[src/rtl/execute_alu_cc.sv]
// Y86-64 SEQ execute stage: computes valE, keeps the {ZF,SF,OF} condition codes
// and evaluates cmovXX/jXX conditions, with all results registered one cycle later.
module execute_alu_cc #(
  parameter int unsigned W          = 64,
  parameter int unsigned STACK_STEP = 8
) (
  input  logic         clk,
  input  logic         rst_n,
  input  logic         in_valid,
  input  logic [3:0]   icode,
  input  logic [3:0]   ifun,
  input  logic [W-1:0] valA,
  input  logic [W-1:0] valB,
  input  logic [W-1:0] valC,
  output logic         out_valid,
  output logic [3:0]   out_icode,
  output logic [W-1:0] valE,
  output logic         cnd,
  output logic [2:0]   cc,
  output logic         halted,
  output logic         func_error,
  output logic         instr_error
);

  typedef enum logic [2:0] {OP_ZERO, OP_ADD, OP_SUB, OP_AND, OP_XOR} alu_op_e;

  logic         accept_c;
  logic         instr_err_c;
  logic         func_err_c;
  logic         is_cond_c;
  logic         cond_c;
  logic         cc_we_c;
  logic         halt_c;
  alu_op_e      op_c;
  logic [W-1:0] alu_a_c;
  logic [W-1:0] alu_b_c;
  logic [W-1:0] sum_c;
  logic [W-1:0] diff_c;
  logic [W-1:0] e_c;
  logic         of_c;

  // Instruction legality checks
  always_comb begin
    accept_c    = in_valid && !halted;
    instr_err_c = (icode > 4'hB);
    func_err_c  = 1'b0;
    case (icode)
      4'h2, 4'h7: func_err_c = (ifun > 4'd6);
      4'h6:       func_err_c = (ifun > 4'd3);
      4'h0, 4'h1, 4'h3, 4'h4, 4'h5,
      4'h8, 4'h9, 4'hA, 4'hB: func_err_c = (ifun != 4'd0);
      default:    func_err_c = 1'b0;
    endcase
    is_cond_c = (icode == 4'h2) || (icode == 4'h7);
    cc_we_c   = (icode == 4'h6) && !func_err_c;
    halt_c    = (icode == 4'h0) || instr_err_c;
  end

  // ALU operand and operation selection
  always_comb begin
    alu_a_c = '0;
    alu_b_c = '0;
    op_c    = OP_ZERO;
    case (icode)
      4'h2: begin alu_a_c = valA; op_c = OP_ADD; end
      4'h3: begin alu_a_c = valC; op_c = OP_ADD; end
      4'h4, 4'h5: begin
        alu_a_c = valC;
        alu_b_c = valB;
        op_c    = OP_ADD;
      end
      4'h6: begin
        alu_a_c = valA;
        alu_b_c = valB;
        if (!func_err_c) begin
          case (ifun[1:0])
            2'd0:    op_c = OP_ADD;
            2'd1:    op_c = OP_SUB;
            2'd2:    op_c = OP_AND;
            default: op_c = OP_XOR;
          endcase
        end
      end
      4'h8, 4'hA: begin
        alu_a_c = W'(STACK_STEP);
        alu_b_c = valB;
        op_c    = OP_SUB;
      end
      4'h9, 4'hB: begin
        alu_a_c = W'(STACK_STEP);
        alu_b_c = valB;
        op_c    = OP_ADD;
      end
      default: op_c = OP_ZERO;
    endcase
  end

  // ALU result and signed overflow
  always_comb begin
    sum_c  = alu_b_c + alu_a_c;
    diff_c = alu_b_c - alu_a_c;
    e_c    = '0;
    of_c   = 1'b0;
    case (op_c)
      OP_ADD: begin
        e_c  = sum_c;
        of_c = (alu_a_c[W-1] == alu_b_c[W-1]) && (sum_c[W-1] != alu_a_c[W-1]);
      end
      OP_SUB: begin
        e_c  = diff_c;
        of_c = (alu_a_c[W-1] != alu_b_c[W-1]) && (diff_c[W-1] != alu_b_c[W-1]);
      end
      OP_AND:  e_c = alu_b_c & alu_a_c;
      OP_XOR:  e_c = alu_b_c ^ alu_a_c;
      default: e_c = '0;
    endcase
  end

  // Condition evaluated on the CC value held before this edge
  always_comb begin
    cond_c = 1'b0;
    case (ifun)
      4'd0:    cond_c = 1'b1;
      4'd1:    cond_c = (cc[1] ^ cc[0]) | cc[2];
      4'd2:    cond_c = cc[1] ^ cc[0];
      4'd3:    cond_c = cc[2];
      4'd4:    cond_c = ~cc[2];
      4'd5:    cond_c = ~(cc[1] ^ cc[0]);
      4'd6:    cond_c = ~(cc[1] ^ cc[0]) & ~cc[2];
      default: cond_c = 1'b0;
    endcase
  end

  always_ff @(posedge clk or negedge rst_n) begin
    if (!rst_n) begin
      out_valid   <= 1'b0;
      out_icode   <= 4'h1;
      valE        <= '0;
      cnd         <= 1'b0;
      cc          <= 3'b100;
      halted      <= 1'b0;
      func_error  <= 1'b0;
      instr_error <= 1'b0;
    end else begin
      out_valid <= accept_c;
      if (accept_c) begin
        out_icode   <= icode;
        valE        <= e_c;
        cnd         <= is_cond_c && !func_err_c && cond_c;
        func_error  <= func_err_c;
        instr_error <= instr_err_c;
        if (cc_we_c) cc <= {(e_c == '0), e_c[W-1], of_c};
        if (halt_c) halted <= 1'b1;
      end
    end
  end

endmodule

[config.mk]
export PLATFORM = sky130hd
export DESIGN_NAME = execute_alu_cc
export DESIGN_NICKNAME = d
export VERILOG_FILES = /design/src/rtl/execute_alu_cc.sv
export SDC_FILE = /design/constraint.sdc
export NUM_CORES = 1
export LEC_CHECK = 0
export CORE_ASPECT_RATIO = 0.8
export CORE_UTILIZATION = 40
export DETAILED_ROUTE_END_ITERATION = 10
export GPL_TIMING_DRIVEN = 0
export MAX_ROUTING_LAYER = met4
export PLACE_DENSITY = 0.68
export SLEW_MARGIN = 20
export SYNTH_ARGS = -nofsm -noshare
export SYNTH_HDL_FRONTEND = slang
export SYNTH_SLANG_ARGS = --single-unit
[constraint.sdc]
create_clock -name clk -period 2.75 [get_ports clk]
set_input_delay 0.55 -clock clk [delete_from_list [all_inputs] [get_ports clk]]
set_output_delay 0.55 -clock clk [all_outputs]
set_load 0.1 [all_outputs]
==> run_results.csv <==
group,metric,value,unit
sta,setup_slack,-3010,ps
synthesis,synth.most_common_cell,"nand2_1",
clocking,numClockSinks,76,
global_routing,antenna_found_initial,5,
run,cap_violations,0,
floorplanning,fp.dieH,175,um
sta,setup_viol,67,
worst_setup_path,r2r_setup_slack,-1140,ps
worst_setup_path,required,3040,ps
synthesis,yosys.area.top_type_share,0.123,
worst_setup_path,worst-path-max-fanout,6,
clocking,clkTransAtPathRegs,70,ps
clocking,cts_tree,"yes",
clocking,cts_buffer_depth,2,
sta,final_max_slew_viol_count,0,
clocking,clk_latency,360,ps
global_routing,grt_pass1_wl,132,mm
routing,drtIter0Drc,3528,
placement,hpwlAfterDp,71.1,mm
synthesis,syn_nets,2571,
sta,fin_crit,5760,ps
power,p_leak,9.68,nW
synthesis,synth.distinct_cells,93,
power,p_per_area,525,nW/um2
synthesis,ys_seq_area_frac,0.127,
global_routing,grt_max_degree,41,
routing,met2WireLength,36.6,mm
placement,port-buffer-count,275,
worst_setup_path,r2r_start,"halted$_DFFE_PN0P_",
synthesis,synth_top_family_by_area,"compound AO/OA/AOI/OAI gates",
floorplanning,core_area,37000,um2
routing,wl_per_cell,30.0,um
synthesis,synth_mux_area_frac,0.0177,
routing,drt-total-wl,95.2,mm
clocking,htreeDepth,3,
power,max-vdd-ir-drop,0.868,mV
synthesis,syn_avg_cell_area,6.71,um2
min_path,min_path_type,"input port to asynchronous set/reset pin",
worst_setup_path,critPathArrivalTime,6050,ps
cells_and_area,area_delta_synth_final,53.8,%
worst_setup_path,cp-end-kind,"flip-flop",
clocking,clock-root-buffer,"clkbuf_16",
sta,tightestPinTransition,1200,ps
synthesis,synth.area.top_cells,"dfrtp_1 (12%), ha_1 (11%), a21oi_1 (6.7%)",
routing,top_layer_used,"met4",
placement,dp.cells,3003,
cells_and_area,layout.nets,3015,
sta,skew,8.81,ps
worst_setup_path,startpoint_type,"input port",
global_routing,grt_pass1_vias,19430,
synthesis,ys.warnings.count,0,
cells_and_area,fin_cells,3179,
routing,met1_length,39.3,mm
global_routing,grt_util_all_layers,0.481,
routing,drcViolationCount,0,
sta,hold_violations,0,
global_routing,grt-ovfl-total,0,
synthesis,synth-seq-cells,76,
placement,post-place-ws,-5140,ps
worst_setup_path,path_class,"input port to flip-flop",
synthesis,synth-xor-area-share,0.0164,
sta,fmax,174,MHz
synthesis,netlist_area,15000,um2
outcome,run_status,"finished with violations",
placement,gp_congestion,1.08,
floorplanning,io_pins,279,
synthesis,synth_compound_area_frac,0.364,
outcome,failed_checks,"negative setup slack",
clocking,holdBufCountCts,0,
routing,viasPerCell,6.97,
synthesis,synth_edf_count,0,
synthesis,synthAdderAreaFrac,0.112,
sta,finalCritPeriodShare,2.09,
sta,rsz0062_at_grt,"true",
sta,slew_headroom,0.191,
floorplanning,fp.dieW,218,um
floorplanning,start_util,0.406,
clocking,numCtsBuffers,9,
worst_setup_path,r2r_end,"cc[2]$_DFFE_PN1P_",
routing,antenna_left,0,
routing,route.met3.wl,14.5,mm
cells_and_area,drive_gt1_frac,0.252,
routing,drt-pass1-iter-count,8,
floorplanning,rows,63,
synthesis,yosys.area_share.simple,0.289,
routing,via_count,22143,
synthesis,ys.flop_type,"dfrtp_1",
synthesis,syn-instance-count,2236,
synthesis,synth_top_area_cell,"dfrtp_1",
floorplanning,die-area,38300,um2
synthesis,async_reset_ff_frac,1.00,
worst_setup_path,reg2reg_depth,13,
synthesis,yosys-top-cells-count,"nand2_1 (267), a21oi_1 (202), nor2_1 (188), o21ai_0 (168), inv_1 (140)",
[cells by family (layout without fill, tap and decap cells)]
family / count (synthesis) / after routing
simple gates: 872 / 872
buf+inv: 280 / 729
xor+xnor: 28 / 28
compound gates: 822 / 822
fa+ha+maj: 133 / 133
mux: 25 / 25
other cells: 0 / 7
flops: 76 / 76
[area by class of cell]
type	count	area, um2
clock buffer	10	229
fill	3180	13900
sequential	76	1900
tap	487	609
timing repair buffer	446	4250
buffer	127	1050
clock inverter	6	65.1
inverter	140	534
antenna	7	17.5
multi-input combinational	1880	14400
[worst max path at each step]
stage / depth (start not counted) / start / slack [ps] / endpoint
2_1_floorplan: 20 / icode[3] / -2200 / cc[2]$_DFFE_PN1P_
3_3_place_gp: 21 / icode[1] / -5310 / cc[2]$_DFFE_PN1P_
3_5_place_dp: 22 / icode[1] / -5140 / cc[2]$_DFFE_PN1P_
4_1_cts: 24 / icode[0] / -3000 / cc[2]$_DFFE_PN1P_
5_1_grt: 23 / icode[2] / -3000 / cc[2]$_DFFE_PN1P_
6_report: 25 / icode[0] / -3010 / cc[2]$_DFFE_PN1P_
[layout by cell type (no fill, tap or decap), types with 15 or more instances in the layout]
cell type and count:
clkdlybuf4s50_1 272, nand2_1 253, nor2_1 170, a21oi_1 160, inv_1 129, buf_4 129, ha_1 101, o21ai_0 96
and2_1 89, dfrtp_1 74, nand3_1 49, buf_6 47, a22oi_1 45, clkbuf_1 37, o211ai_1 37, o21ai_1 37
nor3_1 36, clkbuf_2 32, o21ai_2 30, a21oi_2 30, o21bai_1 28, a31oi_1 27, a21o_1 26, nor2b_1 23
a22oi_2 22, o31ai_1 22, nor4_1 22, clkbuf_16 21, a211oi_1 19, xnor2_1 18, and3_1 17, nand4_1 17
ha_4 17, o21a_1 15, or3_1 15
[metal layers]
layer  track usage  vias to the layer above
met5             -                        -
met4         0.170                        0
met3         0.143                      422
met2         0.633                     1917
met1         0.678                    10641
li1              -                     9163
[per-stage QoR]
stage / area, um2 / TNS, ps / hold slack (ps) / utilization / power (mW)
2_1_floorplan: 15500 / -78830 / 254 / - / 6.97
3_5_place_dp: 19000 / -228160 / 468 / 0.513 / 9.45
4_1_cts: 21300 / -110870 / 185 / 0.575 / 11.2
3_3_place_gp: 18900 / -360140 / 453 / 0.511 / 9.37
5_1_grt: 23100 / -122440 / 204 / 0.624 / 12.4
6_report: 23100 / -120620 / 174 / 0.624 / 12.1
[registers in the layout, summed over array words and instances (netlist names)]
name / cells
out_valid: 1
cc: 3
func_error: 1
halted: 1
instr_error: 1
cnd: 1
valE: 64
out_icode: 4
[critical path, stage by stage]
cell,delay [ps]
buf_8,110
and2_4,200
a21oi_4,180
nor2_4,70
buf_12,140
clkbuf_16,160
a22oi_2,190
inv_2,70
ha_4,250
or4_4,520
or4b_4,530
a2111o_1,460
buf_4,200
buf_6,110
a31o_4,300
a211oi_4,360
buf_4,190
o2111ai_4,130
a2111o_1,480
nand2_2,110
o22ai_2,80
a21oi_2,160
and4_2,220
nand4_1,90
o21ai_1,180
[power by group]
part / total (mW) / internal, mW / switching (mW)
clock network: 1.23 / 0.701 / 0.527
registers: 1.81 / 1.48 / 0.329
logic: 9.07 / 2.78 / 6.30
total: 12.1 / 4.96 / 7.15
[what timing repair did]
action,4_1_cts,5_1_grt
gates cloned,0,0
gates resized for setup,336,294
setup buffers,82,90
endpoints found under the setup margin,67,68
pin swaps,79,114
endpoints found under the hold margin,0,0
(Power assumes the default switching activity.)
